===== src/rtl/cu_pkg.sv =====
// Shared definitions for the basic-computer control unit: opcodes, register-reference
// subops, op-strobe vector layout and the sequencer state encoding.
package cu_pkg;

    localparam logic [2:0] OP_ADD = 3'b001;
    localparam logic [2:0] OP_LDA = 3'b010;
    localparam logic [2:0] OP_STA = 3'b011;
    localparam logic [2:0] OP_BUN = 3'b100;
    localparam logic [2:0] OP_ISZ = 3'b110;
    localparam logic [2:0] OP_REG = 3'b111;

    localparam logic [3:0] SUB_CLA = 4'd0;
    localparam logic [3:0] SUB_CLE = 4'd1;
    localparam logic [3:0] SUB_CMA = 4'd2;
    localparam logic [3:0] SUB_LDI = 4'd3;
    localparam logic [3:0] SUB_CIR = 4'd4;
    localparam logic [3:0] SUB_CIL = 4'd5;
    localparam logic [3:0] SUB_INC = 4'd6;
    localparam logic [3:0] SUB_HLT = 4'd7;

    localparam int NUM_OPS = 12;
    localparam int OPV_CLA = 0;
    localparam int OPV_CLE = 1;
    localparam int OPV_CMA = 2;
    localparam int OPV_LDI = 3;
    localparam int OPV_CIR = 4;
    localparam int OPV_CIL = 5;
    localparam int OPV_INC = 6;
    localparam int OPV_ADD = 7;
    localparam int OPV_LDA = 8;
    localparam int OPV_STA = 9;
    localparam int OPV_BUN = 10;
    localparam int OPV_ISZ = 11;

    typedef logic [NUM_OPS-1:0] opvec_t;

    typedef enum logic [2:0] {
        S_HALT   = 3'd0,
        S_FETCH  = 3'd1,
        S_DECODE = 3'd2,
        S_INDIR  = 3'd3,
        S_ADDR   = 3'd4,
        S_OPRD   = 3'd5,
        S_EXEC   = 3'd6
    } state_t;

    typedef struct packed {
        logic   fetch;
        logic   read;
        logic   write;
        logic   is_ind;
        logic   is_dir;
        logic   execute;
        opvec_t ops;
    } strobe_t;

    function automatic logic [3:0] sat_inc4(input logic [3:0] v);
        return (v == 4'hF) ? v : v + 4'd1;
    endfunction

endpackage


===== src/rtl/control_unit_if.sv =====
// Control-unit <-> datapath bundle. The control unit is the master: it samples
// i_start/i_ir/i_ex_done and drives every strobe plus status/debug state.
interface control_unit_if;
    import cu_pkg::*;

    logic        i_start;
    logic [15:0] i_ir;
    logic        i_ex_done;

    logic o_fetch, o_read, o_write, o_is_ind, o_is_dir, o_execute;
    logic o_clr_ac, o_clr_e, o_comp_ac, o_load_ac, o_cir_r, o_cir_l, o_inc_ac;
    logic o_add, o_load, o_store, o_branch, o_isz;
    logic       o_halt;
    logic       o_err;
    logic [3:0] o_sc;
    state_t     o_dbg_state;

    modport master (
        input  i_start, i_ir, i_ex_done,
        output o_fetch, o_read, o_write, o_is_ind, o_is_dir, o_execute,
        output o_clr_ac, o_clr_e, o_comp_ac, o_load_ac, o_cir_r, o_cir_l, o_inc_ac,
        output o_add, o_load, o_store, o_branch, o_isz,
        output o_halt, o_err, o_sc, o_dbg_state
    );

    modport slave (
        output i_start, i_ir, i_ex_done,
        input  o_fetch, o_read, o_write, o_is_ind, o_is_dir, o_execute,
        input  o_clr_ac, o_clr_e, o_comp_ac, o_load_ac, o_cir_r, o_cir_l, o_inc_ac,
        input  o_add, o_load, o_store, o_branch, o_isz,
        input  o_halt, o_err, o_sc, o_dbg_state
    );

endinterface


===== src/rtl/cu_decoder.sv =====
// Combinational instruction decode of the IR high byte {I, op[2:0], subop[3:0]}
// into a one-hot op vector and the class flags that steer the sequencer.
module cu_decoder
    import cu_pkg::*;
(
    input  logic [7:0] i_ir_hi,
    output opvec_t     o_ops,
    output logic       o_is_reg,
    output logic       o_is_mem,
    output logic       o_needs_oprd,
    output logic       o_is_nop,
    output logic       o_is_hlt
);

    logic       w_ind;
    logic [2:0] w_op;
    logic [3:0] w_sub;

    assign w_ind = i_ir_hi[7];
    assign w_op  = i_ir_hi[6:4];
    assign w_sub = i_ir_hi[3:0];

    always_comb begin
        o_ops        = '0;
        o_is_reg     = 1'b0;
        o_is_mem     = 1'b0;
        o_needs_oprd = 1'b0;
        o_is_nop     = 1'b0;
        o_is_hlt     = 1'b0;
        case (w_op)
            OP_ADD: begin o_ops[OPV_ADD] = 1'b1; o_is_mem = 1'b1; o_needs_oprd = 1'b1; end
            OP_LDA: begin o_ops[OPV_LDA] = 1'b1; o_is_mem = 1'b1; o_needs_oprd = 1'b1; end
            OP_STA: begin o_ops[OPV_STA] = 1'b1; o_is_mem = 1'b1; end
            OP_BUN: begin o_ops[OPV_BUN] = 1'b1; o_is_mem = 1'b1; end
            OP_ISZ: begin o_ops[OPV_ISZ] = 1'b1; o_is_mem = 1'b1; o_needs_oprd = 1'b1; end
            OP_REG: begin
                // The I bit set on op 111 would be I/O-reference, which this machine lacks.
                if (w_ind) begin
                    o_is_nop = 1'b1;
                end else begin
                    o_is_reg = 1'b1;
                    case (w_sub)
                        SUB_CLA: o_ops[OPV_CLA] = 1'b1;
                        SUB_CLE: o_ops[OPV_CLE] = 1'b1;
                        SUB_CMA: o_ops[OPV_CMA] = 1'b1;
                        SUB_LDI: o_ops[OPV_LDI] = 1'b1;
                        SUB_CIR: o_ops[OPV_CIR] = 1'b1;
                        SUB_CIL: o_ops[OPV_CIL] = 1'b1;
                        SUB_INC: o_ops[OPV_INC] = 1'b1;
                        SUB_HLT: begin o_is_reg = 1'b0; o_is_hlt = 1'b1; end
                        default: begin o_is_reg = 1'b0; o_is_nop = 1'b1; end
                    endcase
                end
            end
            default: o_is_nop = 1'b1;
        endcase
    end

endmodule


===== src/rtl/control_unit.sv =====
// Instruction sequencer: HALT/FETCH/DECODE/INDIR/ADDR/OPRD/EXEC with an execute
// timeout; every output is registered from the next-state decision.
module control_unit
    import cu_pkg::*;
#(
    parameter int unsigned EX_TIMEOUT = 15
) (
    input  logic           clk,
    input  logic           i_clr_reg,
    control_unit_if.master io_bus
);

    localparam logic [3:0] EX_LAST = 4'(EX_TIMEOUT - 1);

    state_t     r_state, w_next_state;
    logic [7:0] r_ir_q;
    logic [3:0] r_ex_cnt, w_next_ex_cnt;
    logic [3:0] r_sc, w_next_sc;
    logic       r_err, w_next_err;
    logic       r_halt, w_next_halt;
    strobe_t    r_out, w_next_out;

    logic [7:0] w_dec_ir;
    opvec_t     w_ops;
    logic       w_is_reg, w_is_mem, w_needs_oprd, w_is_nop, w_is_hlt;

    // Only the I/op/subop byte steers sequencing; the address field stays in the datapath.
    assign w_dec_ir = (r_state == S_DECODE) ? io_bus.i_ir[15:8] : r_ir_q;

    cu_decoder u_decoder (
        .i_ir_hi      (w_dec_ir),
        .o_ops        (w_ops),
        .o_is_reg     (w_is_reg),
        .o_is_mem     (w_is_mem),
        .o_needs_oprd (w_needs_oprd),
        .o_is_nop     (w_is_nop),
        .o_is_hlt     (w_is_hlt)
    );

    // Handshake: EXEC strobes stay asserted each cycle until i_ex_done is sampled high
    // on a rising edge; i_ex_done is a don't-care in every other state.
    always_comb begin
        w_next_state  = r_state;
        w_next_err    = r_err;
        w_next_ex_cnt = '0;
        case (r_state)
            S_HALT:   if (io_bus.i_start) w_next_state = S_FETCH;
            S_FETCH:  w_next_state = S_DECODE;
            S_DECODE: begin
                unique case (1'b1)
                    w_is_hlt: w_next_state = S_HALT;
                    w_is_reg: w_next_state = S_EXEC;
                    w_is_mem: w_next_state = w_dec_ir[7] ? S_INDIR : S_ADDR;
                    w_is_nop: w_next_state = S_FETCH;
                    default:  w_next_state = S_FETCH;
                endcase
            end
            S_INDIR, S_ADDR: w_next_state = w_needs_oprd ? S_OPRD : S_EXEC;
            S_OPRD:   w_next_state = S_EXEC;
            S_EXEC: begin
                if (io_bus.i_ex_done) begin
                    w_next_state = S_FETCH;
                end else if (r_ex_cnt == EX_LAST) begin
                    w_next_state = S_FETCH;
                    w_next_err   = 1'b1;
                end else begin
                    w_next_ex_cnt = r_ex_cnt + 4'd1;
                end
            end
            default:  w_next_state = S_HALT;
        endcase

        w_next_out  = '0;
        w_next_halt = 1'b0;
        case (w_next_state)
            S_HALT:  w_next_halt = 1'b1;
            S_FETCH: begin w_next_out.fetch  = 1'b1; w_next_out.read = 1'b1; end
            S_INDIR: begin w_next_out.is_ind = 1'b1; w_next_out.read = 1'b1; end
            S_ADDR:  w_next_out.is_dir = 1'b1;
            S_OPRD:  w_next_out.read   = 1'b1;
            S_EXEC: begin
                w_next_out.execute = 1'b1;
                w_next_out.ops     = w_ops;
                w_next_out.write   = w_ops[OPV_STA];
            end
            default: ;
        endcase

        case (w_next_state)
            S_FETCH: w_next_sc = '0;
            S_HALT:  w_next_sc = r_sc;
            default: w_next_sc = sat_inc4(r_sc);
        endcase
    end

    always_ff @(posedge clk) begin
        if (i_clr_reg) begin
            r_state  <= S_HALT;
            r_ir_q   <= '0;
            r_ex_cnt <= '0;
            r_sc     <= '0;
            r_err    <= 1'b0;
            r_halt   <= 1'b1;
            r_out    <= '0;
        end else begin
            r_state  <= w_next_state;
            r_ex_cnt <= w_next_ex_cnt;
            r_sc     <= w_next_sc;
            r_err    <= w_next_err;
            r_halt   <= w_next_halt;
            r_out    <= w_next_out;
            if (r_state == S_DECODE) r_ir_q <= io_bus.i_ir[15:8];
        end
    end

    assign io_bus.o_fetch     = r_out.fetch;
    assign io_bus.o_read      = r_out.read;
    assign io_bus.o_write     = r_out.write;
    assign io_bus.o_is_ind    = r_out.is_ind;
    assign io_bus.o_is_dir    = r_out.is_dir;
    assign io_bus.o_execute   = r_out.execute;
    assign io_bus.o_clr_ac    = r_out.ops[OPV_CLA];
    assign io_bus.o_clr_e     = r_out.ops[OPV_CLE];
    assign io_bus.o_comp_ac   = r_out.ops[OPV_CMA];
    assign io_bus.o_load_ac   = r_out.ops[OPV_LDI];
    assign io_bus.o_cir_r     = r_out.ops[OPV_CIR];
    assign io_bus.o_cir_l     = r_out.ops[OPV_CIL];
    assign io_bus.o_inc_ac    = r_out.ops[OPV_INC];
    assign io_bus.o_add       = r_out.ops[OPV_ADD];
    assign io_bus.o_load      = r_out.ops[OPV_LDA];
    assign io_bus.o_store     = r_out.ops[OPV_STA];
    assign io_bus.o_branch    = r_out.ops[OPV_BUN];
    assign io_bus.o_isz       = r_out.ops[OPV_ISZ];
    assign io_bus.o_halt      = r_halt;
    assign io_bus.o_err       = r_err;
    assign io_bus.o_sc        = r_sc;
    assign io_bus.o_dbg_state = r_state;

endmodule


===== src/flat_wrapper.sv =====
// flat-port wrapper written by rule: the top's interface ports become plain ports
module control_unit_flat import cu_pkg::*;
#(
    parameter int unsigned EX_TIMEOUT = 15
)
  (clk, i_clr_reg, io_bus_i_start, io_bus_i_ir, io_bus_i_ex_done, io_bus_o_fetch, io_bus_o_read, io_bus_o_write, io_bus_o_is_ind, io_bus_o_is_dir, io_bus_o_execute, io_bus_o_clr_ac, io_bus_o_clr_e, io_bus_o_comp_ac, io_bus_o_load_ac, io_bus_o_cir_r, io_bus_o_cir_l, io_bus_o_inc_ac, io_bus_o_add, io_bus_o_load, io_bus_o_store, io_bus_o_branch, io_bus_o_isz, io_bus_o_halt, io_bus_o_err, io_bus_o_sc, io_bus_o_dbg_state);
  control_unit_if io_bus_i ();
  input  logic clk;
  input  logic i_clr_reg;
  input wire logic [$bits(io_bus_i.i_start)-1:0] io_bus_i_start;
  input wire logic [$bits(io_bus_i.i_ir)-1:0] io_bus_i_ir;
  input wire logic [$bits(io_bus_i.i_ex_done)-1:0] io_bus_i_ex_done;
  output wire logic [$bits(io_bus_i.o_fetch)-1:0] io_bus_o_fetch;
  output wire logic [$bits(io_bus_i.o_read)-1:0] io_bus_o_read;
  output wire logic [$bits(io_bus_i.o_write)-1:0] io_bus_o_write;
  output wire logic [$bits(io_bus_i.o_is_ind)-1:0] io_bus_o_is_ind;
  output wire logic [$bits(io_bus_i.o_is_dir)-1:0] io_bus_o_is_dir;
  output wire logic [$bits(io_bus_i.o_execute)-1:0] io_bus_o_execute;
  output wire logic [$bits(io_bus_i.o_clr_ac)-1:0] io_bus_o_clr_ac;
  output wire logic [$bits(io_bus_i.o_clr_e)-1:0] io_bus_o_clr_e;
  output wire logic [$bits(io_bus_i.o_comp_ac)-1:0] io_bus_o_comp_ac;
  output wire logic [$bits(io_bus_i.o_load_ac)-1:0] io_bus_o_load_ac;
  output wire logic [$bits(io_bus_i.o_cir_r)-1:0] io_bus_o_cir_r;
  output wire logic [$bits(io_bus_i.o_cir_l)-1:0] io_bus_o_cir_l;
  output wire logic [$bits(io_bus_i.o_inc_ac)-1:0] io_bus_o_inc_ac;
  output wire logic [$bits(io_bus_i.o_add)-1:0] io_bus_o_add;
  output wire logic [$bits(io_bus_i.o_load)-1:0] io_bus_o_load;
  output wire logic [$bits(io_bus_i.o_store)-1:0] io_bus_o_store;
  output wire logic [$bits(io_bus_i.o_branch)-1:0] io_bus_o_branch;
  output wire logic [$bits(io_bus_i.o_isz)-1:0] io_bus_o_isz;
  output wire logic [$bits(io_bus_i.o_halt)-1:0] io_bus_o_halt;
  output wire logic [$bits(io_bus_i.o_err)-1:0] io_bus_o_err;
  output wire logic [$bits(io_bus_i.o_sc)-1:0] io_bus_o_sc;
  output wire logic [$bits(io_bus_i.o_dbg_state)-1:0] io_bus_o_dbg_state;
  assign io_bus_i.i_start = io_bus_i_start;
  assign io_bus_i.i_ir = io_bus_i_ir;
  assign io_bus_i.i_ex_done = io_bus_i_ex_done;
  assign io_bus_o_fetch = io_bus_i.o_fetch;
  assign io_bus_o_read = io_bus_i.o_read;
  assign io_bus_o_write = io_bus_i.o_write;
  assign io_bus_o_is_ind = io_bus_i.o_is_ind;
  assign io_bus_o_is_dir = io_bus_i.o_is_dir;
  assign io_bus_o_execute = io_bus_i.o_execute;
  assign io_bus_o_clr_ac = io_bus_i.o_clr_ac;
  assign io_bus_o_clr_e = io_bus_i.o_clr_e;
  assign io_bus_o_comp_ac = io_bus_i.o_comp_ac;
  assign io_bus_o_load_ac = io_bus_i.o_load_ac;
  assign io_bus_o_cir_r = io_bus_i.o_cir_r;
  assign io_bus_o_cir_l = io_bus_i.o_cir_l;
  assign io_bus_o_inc_ac = io_bus_i.o_inc_ac;
  assign io_bus_o_add = io_bus_i.o_add;
  assign io_bus_o_load = io_bus_i.o_load;
  assign io_bus_o_store = io_bus_i.o_store;
  assign io_bus_o_branch = io_bus_i.o_branch;
  assign io_bus_o_isz = io_bus_i.o_isz;
  assign io_bus_o_halt = io_bus_i.o_halt;
  assign io_bus_o_err = io_bus_i.o_err;
  assign io_bus_o_sc = io_bus_i.o_sc;
  assign io_bus_o_dbg_state = io_bus_i.o_dbg_state;
  control_unit #(.EX_TIMEOUT(EX_TIMEOUT)) u_core (.clk(clk), .i_clr_reg(i_clr_reg), .io_bus(io_bus_i));
endmodule

===== config.mk =====
export PLATFORM = sky130hd
export DESIGN_NAME = control_unit_flat
export DESIGN_NICKNAME = d
export VERILOG_FILES = /design/src/rtl/cu_pkg.sv /design/src/rtl/control_unit_if.sv /design/src/rtl/cu_decoder.sv /design/src/rtl/control_unit.sv /design/src/flat_wrapper.sv
export SDC_FILE = /design/constraint.sdc
export NUM_CORES = 1
export LEC_CHECK = 0
export ABC_AREA = 0
export CAP_MARGIN = 20
export CORE_ASPECT_RATIO = 0.75
export CORE_MARGIN = 10
export CORE_UTILIZATION = 40
export DETAILED_ROUTE_END_ITERATION = 16
export GPL_TIMING_DRIVEN = 0
export PLACE_DENSITY = 0.67
export SLEW_MARGIN = 10
export SYNTH_ARGS = -nofsm -noshare
export SYNTH_HDL_FRONTEND = slang
export SYNTH_HIERARCHICAL = 1
export SYNTH_SLANG_ARGS = --single-unit

===== constraint.sdc =====
create_clock -name clk -period 3.2 [get_ports clk]
set_clock_uncertainty 0.15 [all_clocks]
set_input_delay 0.64 -clock clk [delete_from_list [all_inputs] [get_ports clk]]
set_output_delay 0.64 -clock clk [all_outputs]
set_load 0.02 [all_outputs]

==> metrics.cfg, run 1 <==
[power]
ir_drop_v = 0.000225
leakagePower_nw = 0.864
power.density_nw_per_um2 = 485

[setup_path]
worst_path_max_delay_cell = dfxtp_1
reg2reg_to = u_core/io_bus.o_sc[3]
path_class = flip-flop to flip-flop
cp-start-kind = flip-flop
cp_cell_sequence = nor3b_2 -> buf_6 -> mux2_2 -> buf_6 -> nor3_1 -> nor2_2 -> nor2b_2 -> o31ai_4 -> nand4_2 -> a21oi_1 -> nor4_1
max_stage_delay_ns = 0.42
path_delay_family = simple AND/OR/NAND/NOR gates
r2r_setup_slack_ns = 0.16
r2r-start = u_core/io_bus.o_dbg_state[0]
r2r_cells = 11
crit_path_end_kind = flip-flop
cp_data_arrival_time_ns = 3.05
critPathRequiredTime_ns = 3.21
cp-startpoint = u_core/io_bus.o_dbg_state[0]
crit_top_cell = buf_6
worst-path-buf-inv = 2
crit_fanout = 10
path_depth = 11

[cts]
hold_buffers = 0
cts.sinks = 38
cts.clk_slew.worst_paths_ns = 0.07
cts_buffer_depth = 2
clkLatencyLatePin_ns = 0.29
cts_buffers = 5
tritoncts = built
postCtsSetupBuffers = 0
cts_root_buf = clkbuf_8
cts_resized = 0
h-tree-depth = 2

[global_routing]
grt_usage_pct = 10.4
grt_pass1_vias = 1377
grt_pass1_wl_microns = 6760
grt-ovfl-total = 0
antenna_found_initial = 0
grt_max_degree = 12

[finish]
fin_nets = 239
drive_gt1_share_pct = 28.1
area_growth_pct = 30.8
fillerInstances = 411
diodes = 0

[sta]
slew_violations = 0
finalWorstSetupSlack_ns = 0.159
worst_slew_pin_slew_ns = 0.535
min_period_over_period_pct = 95.0
period_needed_ns = 3.04
setup_viol = 0
hold_slack_ns = 0.318
grt_setup_unrepaired = false
hold_viol = 0
fmax_mhz = 329
slew_headroom_pct = 64.4

[detailed_routing]
vias = 1398
wl_met1_microns = 1970
wl_per_cell_microns = 14.8
ant_nets = 0
drtIter0Drc = 63
wl_met2_microns = 1780
wl_met3_microns = 260
wl_microns = 4050
drt_pass1_iterations = 4
vias_per_cell = 5.10
top_layer = met4
drc = 0

[die]
die_x_microns = 98.7
core-area_sq_um = 4470
dieHeight_microns = 79.0
io_pins = 47
dieArea_sq_um = 7800
initial_core_util_pct = 41.6
row_count = 21

[logic_synthesis]
synth_nets = 195
yosysWarnings = 6
syn_area_sq_um = 1860
avgSynthCellArea_sq_um = 10.8
synthCells = 172

[placed_design]
io_buffer_count = 38
place_ws_ns = -0.107
gp_congestion = 0.746
dp_hpwl_microns = 2960

[hold_path]
min_to = u_core/r_ex_cnt[0]
hold_depth = 1
min_path_type = flip-flop to flip-flop
holdCritStartpoint = u_core/r_ex_cnt[0]

[outcome]
status = finished clean

[run]
cap_violations = 0

-- layout by cell type, fill, tap and decap left out, types with 2 or more instances in the layout --
cell,n
a21o_2,2
a21o_1,2
nand3_1,6
nor2_1,13
clkdlybuf4s50_1,38
o21ai_0,3
nor4_2,4
a21oi_1,2
nand3b_1,2
nor4b_2,4
a41oi_1,2
nand2b_1,6
nand2_1,3
dfxtp_1,37
nor3b_1,7
buf_4,3
clkbuf_1,3
nor2b_1,10
o21ai_1,2
and3_1,2
clkbuf_8,6
inv_1,3
mux2_2,8
nor3_1,2
buf_6,4
nor3b_2,10
ha_1,3
-- sequential cells by signal, indices dropped and copies added (netlist names), 3 cells and up --
name and count:
u_core/io_bus.o_dbg_state 3, u_core/r_ex_cnt 4, u_core/r_ir_q 8, u_core/io_bus.o_sc 4
-- power by group --
group / switching (mW) / internal (mW)
combinational: 0.176 / 0.143
clock: 0.165 / 0.174
sequential: 0.0221 / 0.499
total: 0.362 / 0.816
-- metal layers --
layer,global-route usage (%),up-vias
met4,3.43,0
li1,-,707
met1,12.8,663
met5,0,-
met2,15.9,23
met3,4.50,5
-- area by class of cell --
type | instances | area (sq um) | share of cell area, %
multi-input cells | 120 | 1030 | 42.6
clock inverters | 1 | 5.00 | 0.206
inverters | 3 | 11.3 | 0.463
plain buffers | 10 | 80.1 | 3.29
flip-flops and latches | 38 | 762 | 31.3
clock buffers | 7 | 86.3 | 3.55
well taps | 57 | 71.3 | 2.93
repair buffers | 38 | 380 | 15.6
-- how the worst max path moves through the flow --
stage,endpoint,slack [ns]
detailed placement,u_core/io_bus.o_branch,-0.11
global route,u_core/io_bus.o_sc[3],0.02
finish,u_core/io_bus.o_sc[3],0.16
CTS,u_core/io_bus.o_branch,0.03
global placement,u_core/io_bus.o_cir_r,-0.11
floorplan,u_core/io_bus.o_sc[2],0.32
-- through the flow --
stage	power (mW)	std cells	util [%]	cell area [sq um]	setup TNS [ns]
floorplan	0.745	172	-	1860	0
global placement	0.839	267	51.7	2310	-1.40
detailed placement	0.842	267	51.7	2310	-1.12
CTS	1.18	275	53.8	2400	0
global route	1.23	274	54.4	2430	0
finish	1.18	274	54.4	2430	0
(Power assumes the default switching activity.)
==> inputs of run 2 (changes only) <==
--- a/config.mk
+++ b/config.mk
@@ -9,10 +9,9 @@
 export CAP_MARGIN = 20
 export CORE_ASPECT_RATIO = 0.75
 export CORE_MARGIN = 10
-export CORE_UTILIZATION = 40
+export CORE_UTILIZATION = 34
 export DETAILED_ROUTE_END_ITERATION = 16
 export GPL_TIMING_DRIVEN = 0
-export PLACE_DENSITY = 0.67
 export SLEW_MARGIN = 10
 export SYNTH_ARGS = -nofsm -noshare
 export SYNTH_HDL_FRONTEND = slang
==> metrics.cfg, run 2 (synthesized netlist as in run 1, its figures left out) <==
[outcome]
status = finished clean

[detailed_routing]
vias = 1359  ; -2.8%
drt_pass1_iterations = 4  ; unchanged
drc = 0  ; unchanged
vias_per_cell = 4.64  ; -9.1%
wl_per_cell_microns = 14.0  ; -5.4%
wl_microns = 4090  ; +1.1%
drtIter0Drc = 26  ; -59%
ant_nets = 0  ; unchanged

[die]
initial_core_util_pct = 34.9  ; -6.7 points
dieArea_sq_um = 8860  ; +13%
row_count = 23  ; +9.5%
core-area_sq_um = 5320  ; +19%
dieHeight_microns = 84.0  ; +6.3%
io_pins = 47  ; unchanged
die_x_microns = 105  ; +6.8%

[setup_path]
crit_path_end_kind = flip-flop
r2r_setup_slack_ns = 0.21  ; +0.05 ns
crit_fanout = 10  ; unchanged
reg2reg_to = u_core/io_bus.o_sc[1]
r2r-start = u_core/io_bus.o_dbg_state[0]
critPathRequiredTime_ns = 3.28  ; +0.07 ns
cp-start-kind = flip-flop
r2r_cells = 11  ; unchanged
cp_data_arrival_time_ns = 3.07  ; +0.02 ns
path_class = flip-flop to flip-flop

[global_routing]
grt_usage_pct = 9.87  ; -0.53 points
grt_pass1_vias = 1475  ; +7.1%
top_usage_layer = met2
grt_max_degree = 12  ; unchanged
grt_pass1_wl_microns = 7150  ; +5.8%
grt-ovfl-total = 0  ; unchanged
grt_use_met1_pct = 12.1  ; -0.70 points
antenna_found_initial = 0  ; unchanged
grt_use_met2_pct = 14.5  ; -1.5 points
grt_use_met3_pct = 4.24  ; -0.25 points

[cts]
cts_buffer_depth = 2  ; unchanged
cts_buffers = 5  ; unchanged
cts_root_buf = clkbuf_8
clkLatencyLatePin_ns = 0.29  ; about the same
hold_buffers = 0  ; unchanged
h-tree-depth = 2  ; unchanged
cts.sinks = 38  ; unchanged
tritoncts = built
cts.clk_slew.worst_paths_ns = 0.08  ; about the same

[placed_design]
io_buffer_count = 38  ; unchanged
placed_cell_area_sq_um = 2330  ; +0.97%
gp_congestion = 0.779  ; +4.4%
place_ws_ns = -0.111  ; -0.00422 ns
dp.cells = 285  ; +6.7%
dp_hpwl_microns = 2910  ; -1.9%

[power]
ir_drop_v = 0.000179  ; -20%
power.density_nw_per_um2 = 481  ; -0.75%
leakagePower_nw = 0.873  ; +1.0%

[sta]
period_needed_ns = 2.99  ; -0.0518 ns
finalWorstSetupSlack_ns = 0.211  ; +0.0518 ns
setup_viol = 0  ; unchanged
fmax_mhz = 335  ; +1.7%
fin_setup_tns_ns = 0  ; unchanged
slew_violations = 0  ; unchanged
slew_headroom_pct = 64.8  ; +0.42 points
worst_slew_pin_slew_ns = 0.528  ; -0.00627 ns
grt_setup_unrepaired = false
hold_viol = 0  ; unchanged
min_period_over_period_pct = 93.4  ; -1.6 points

[finish]
stdcell_area_sq_um = 2480  ; +2.1%
fillerInstances = 521  ; +27%
diodes = 0  ; unchanged
fin_nets = 240  ; +0.42%
regMostFlops = u_core/r_ir_q
fin_cells = 293  ; +6.9%
drive_gt1_share_pct = 28.9  ; +0.79 points
final_common_cell = clkdlybuf4s50_1
area_growth_pct = 33.5
largest_reg_flops = 8  ; unchanged
mostFrequentLayoutCells = clkdlybuf4s50_1 (38), dfxtp_1 (37), nor2_1 (13)

[hold_path]
hold_depth = 1  ; unchanged
holdCritStartpoint = u_core/r_ex_cnt[0]
min_to = u_core/r_ex_cnt[0]
min_path_type = flip-flop to flip-flop

[run]
cap_violations = 0  ; unchanged

-- run 2: cell types whose count changed in the layout (fill, tap and decap cells not counted) --
cell / change
o211a_4: +1
o211a_1: -1
nand4_4: +1
nor2b_4: +1
nand4_2: -1
buf_4: +1
nor2b_2: -1
-- run 2: how the worst max path moves through the flow --
| stage | startpoint | endpoint | slack, ns | cells after the start |
|---|---|---|---|---|
| after floorplan | u_core/io_bus.o_dbg_state[1] | u_core/io_bus.o_sc[2] | 0.32 | 11 |
| after detailed placement | io_bus_i_ir[9] | u_core/io_bus.o_sc[1] | -0.11 | 8 |
| final | u_core/io_bus.o_dbg_state[0] | u_core/io_bus.o_sc[1] | 0.21 | 11 |
| after global routing | u_core/io_bus.o_dbg_state[0] | u_core/io_bus.o_sc[1] | 0.01 | 11 |
| after CTS | u_core/io_bus.o_dbg_state[1] | u_core/io_bus.o_sc[1] | 0.03 | 11 |
| after global placement | io_bus_i_ir[9] | u_core/io_bus.o_sc[1] | -0.12 | 8 |
-- run 2: metal layers --
| layer | routed length, microns | vias up |
|---|---|---|
| met4 | 47 | 0 |
| met2 | 1650 | 35 |
| met5 | 0 | - |
| li1 | - | 709 |
| met3 | 320 | 5 |
| met1 | 2070 | 610 |
-- run 2: repair_timing --
action                     4_1_cts  5_1_grt
setup buffers                    0        1
setup endpoints to repair        0       18
gates resized for setup          0        9
-- run 2: metrics by stage --
step,utilization (%),total power [mW],hold WS (ns)
6_report,46.6,1.19,0.315
5_1_grt,46.6,1.26,0.359
4_1_cts,45.5,1.19,0.318
3_5_place_dp,43.8,0.842,0.302
3_3_place_gp,43.8,0.843,0.301
2_1_floorplan,-,0.745,0.280
-- run 2: worst max-delay path: stages (launching register included) --
cell and delay, ns:
dfxtp_1 0.41, nor3b_2 0.23, buf_6 0.18, mux2_2 0.35, buf_4 0.17, nand4b_4 0.20, a311oi_4 0.08, a21o_2 0.23
a22oi_2 0.27, nand4_4 0.20, nand3b_1 0.28, o21ai_1 0.18
-- run 2: power by group --
part           switching (mW)  internal, mW
sequential             0.0213         0.499
combinational           0.182         0.156
clock                   0.163         0.174
total                   0.366         0.829
-- run 2: final cells by class --
class	count	area (sq um)	area share [%]
multi-input combinational	120	1060	42.5
sequential	38	762	30.7
timing repair buffer	39	388	15.6
tap	75	93.8	3.78
clock buffer	7	86.3	3.48
buffer	10	80.1	3.23
inverter	3	11.3	0.454
clock inverter	1	5.00	0.202
==> inputs of run 3 (changes only) <==
--- a/config.mk
+++ b/config.mk
@@ -5,7 +5,7 @@
 export SDC_FILE = /design/constraint.sdc
 export NUM_CORES = 1
 export LEC_CHECK = 0
-export ABC_AREA = 0
+export ABC_AREA = 1
 export CAP_MARGIN = 20
 export CORE_ASPECT_RATIO = 0.75
 export CORE_MARGIN = 10
==> metrics.cfg, run 3 <==
[outcome]
status = finished clean

[setup_path]
path_class = flip-flop to flip-flop
crit_fanout = 10  ; unchanged
r2r_cells = 19  ; +8
r2r_setup_slack_ns = 0.24  ; +0.03 ns
critPathRequiredTime_ns = 3.27  ; about the same
cp-start-kind = flip-flop
r2r-start = u_core/io_bus.o_dbg_state[0]
reg2reg_to = u_core/io_bus.o_sc[1]
crit_path_end_kind = flip-flop
cp_data_arrival_time_ns = 3.03  ; -0.04 ns

[sta]
worst_slew_pin_slew_ns = 0.506  ; -0.0218 ns
setup_viol = 0  ; unchanged
period_needed_ns = 2.96  ; -0.0255 ns
slew_violations = 0  ; unchanged
slew_headroom_pct = 66.2  ; +1.5 points
min_period_over_period_pct = 92.6  ; -0.80 points
fmax_mhz = 337  ; +0.86%
hold_viol = 0  ; unchanged

[finish]
regArea_sq_um = 764  ; +0.33%
stdcell_area_sq_um = 2380  ; -3.9%
drive_gt1_share_pct = 16.8  ; -12 points
area_growth_pct = 35.1
mostFrequentLayoutCells = inv_1 (47), nor2_1 (44), clkdlybuf4s50_1 (37)
fin_cells = 351  ; +20%
multi_input_comb_area_sq_um = 838  ; -21%
fin_nets = 314  ; +31%
diodes = 0  ; unchanged
fillerInstances = 498  ; -4.4%
final_core_util_pct = 48.1  ; +1.5 points
regMostFlops = u_core/r_ir_q
largest_reg_flops = 8  ; unchanged
final_common_cell = inv_1

[logic_synthesis]
synthCells = 242  ; +41%
syn_area_sq_um = 1770  ; -5.0%
yosysWarnings = 6  ; unchanged
avgSynthCellArea_sq_um = 7.30  ; -33%
synth_nets = 265  ; +36%

[power]
power_frac_seq_pct = 27.5  ; -16 points
power.switching_mw = 1.04  ; +190%
power.density_nw_per_um2 = 975  ; +100%
comb_power_share_pct = 59.4  ; +31 points
ir_drop_v = 0.000393  ; +120%
power_frac_clock_pct = 13.0  ; -15 points
total_power_mw = 2.33  ; +95%
intPower_mw = 1.28  ; +55%
leakagePower_nw = 1.03  ; +18%
switching_share_pct = 44.9  ; +14 points

[die]
dieHeight_microns = 82.4  ; -1.9%
die_x_microns = 103  ; -2.1%
io_pins = 47  ; unchanged
dieArea_sq_um = 8500  ; -4.0%
row_count = 22  ; -4.3%
initial_core_util_pct = 35.6  ; +0.71 points
core-area_sq_um = 4950  ; -6.9%

[placed_design]
placed_cell_area_sq_um = 2210  ; -5.3%
dp_hpwl_microns = 3040  ; +4.5%
dp.cells = 339  ; +19%
gp_congestion = 0.844  ; +8.4%
io_buffer_count = 37  ; -2.6%

[cts]
cts_buffers = 5  ; unchanged
cts.sinks = 38  ; unchanged
h-tree-depth = 2  ; unchanged
clkLatencyLatePin_ns = 0.28  ; about the same
cts.clk_slew.worst_paths_ns = 0.07  ; about the same
cts_buffer_depth = 2  ; unchanged
cts_root_buf = clkbuf_8
tritoncts = built

[detailed_routing]
drtIter0Drc = 68  ; +160%
vias_per_cell = 4.39  ; -5.3%
drt_pass1_iterations = 4  ; unchanged
wl_per_cell_microns = 11.5  ; -18%
ant_nets = 0  ; unchanged
drc = 0  ; unchanged
wl_microns = 4020  ; -1.7%
vias = 1541  ; +13%

[hold_path]
hold_depth = 1  ; unchanged
holdCritStartpoint = u_core/r_ex_cnt[0]
min_path_type = flip-flop to flip-flop
min_to = u_core/r_ex_cnt[0]

[run]
cap_violations = 0  ; unchanged

[global_routing]
antenna_found_initial = 0  ; unchanged
grt-ovfl-total = 0  ; unchanged
grt_pass1_vias = 1527  ; +3.5%
grt_max_degree = 11  ; -1
grt_pass1_wl_microns = 6860  ; -4.1%
grt_usage_pct = 10.2  ; +0.38 points

==> run 3: per-stage QoR <==
stage	setup slack (ns)	setup TNS (ns)	hold slack (ns)
2_1_floorplan	0.125	0	0.280
3_3_place_gp	-0.334	-5.07	0.299
3_5_place_dp	-0.349	-5.08	0.304
4_1_cts	0.00575	0	0.320
5_1_grt	-0.0243	-0.0443	0.351
6_report	0.236	0	0.313
==> run 3: power by group through the flow <==
stage	Combinational (mW)	Sequential (mW)	Clock [mW]
after floorplan	0.854	0.703	0
after global placement	1.20	0.645	0
after detailed placement	1.21	0.645	0
after CTS	1.24	0.638	0.317
after global routing	1.57	0.652	0.341
final	1.38	0.641	0.303
==> run 3: worst max-delay path by stage <==
stage                                      start               endpoint  depth (start not counted)
detailed placement  u_core/io_bus.o_dbg_state[1]    u_core/io_bus.o_isz                         17
global placement    u_core/io_bus.o_dbg_state[1]    u_core/io_bus.o_isz                         17
global route        u_core/io_bus.o_dbg_state[0]  u_core/io_bus.o_sc[1]                         20
CTS                 u_core/io_bus.o_dbg_state[2]  u_core/io_bus.o_sc[1]                         22
floorplan           u_core/io_bus.o_dbg_state[1]  u_core/io_bus.o_sc[1]                         21
finish              u_core/io_bus.o_dbg_state[0]  u_core/io_bus.o_sc[1]                         19
==> run 3: critical path: stages, from the launching register on <==
cell and delay, ns:
dfxtp_2 0.39, inv_1 0.09, nand3_2 0.12, inv_4 0.07, buf_4 0.17, or2_2 0.28, inv_1 0.12, a21oi_4 0.06
or2_1 0.26, nand2_1 0.10, inv_1 0.05, a31oi_2 0.20, nand2_1 0.11, a21oi_4 0.21, nand2_2 0.15, nand2_4 0.12
nand2_2 0.05, nand2_1 0.05, nand2_1 0.04, nor2_1 0.09
==> run 3: layout make-up <==
type                    count  area share, %
multi-input cells         149           35.2
clock buffers               7           3.20
inverters                  49           7.82
plain buffers               6           1.52
well taps                  60           3.15
flip-flops and latches     38           32.1
repair buffers             42           17.1
==> run 3: routing by layer <==
layer	GRT usage, %	share of wire (%)
met5	0	0
met4	3.74	1.3
met3	5.39	9.8
met2	14.5	38
met1	12.9	51
==> run 3: timing repair <==
item | 4_1_cts | 5_1_grt
pin swaps | 1 | 1
resized for setup | 7 | 12
hold buffers | 0 | 0
setup endpoints to repair | 21 | 21
setup buffers | 1 | 4
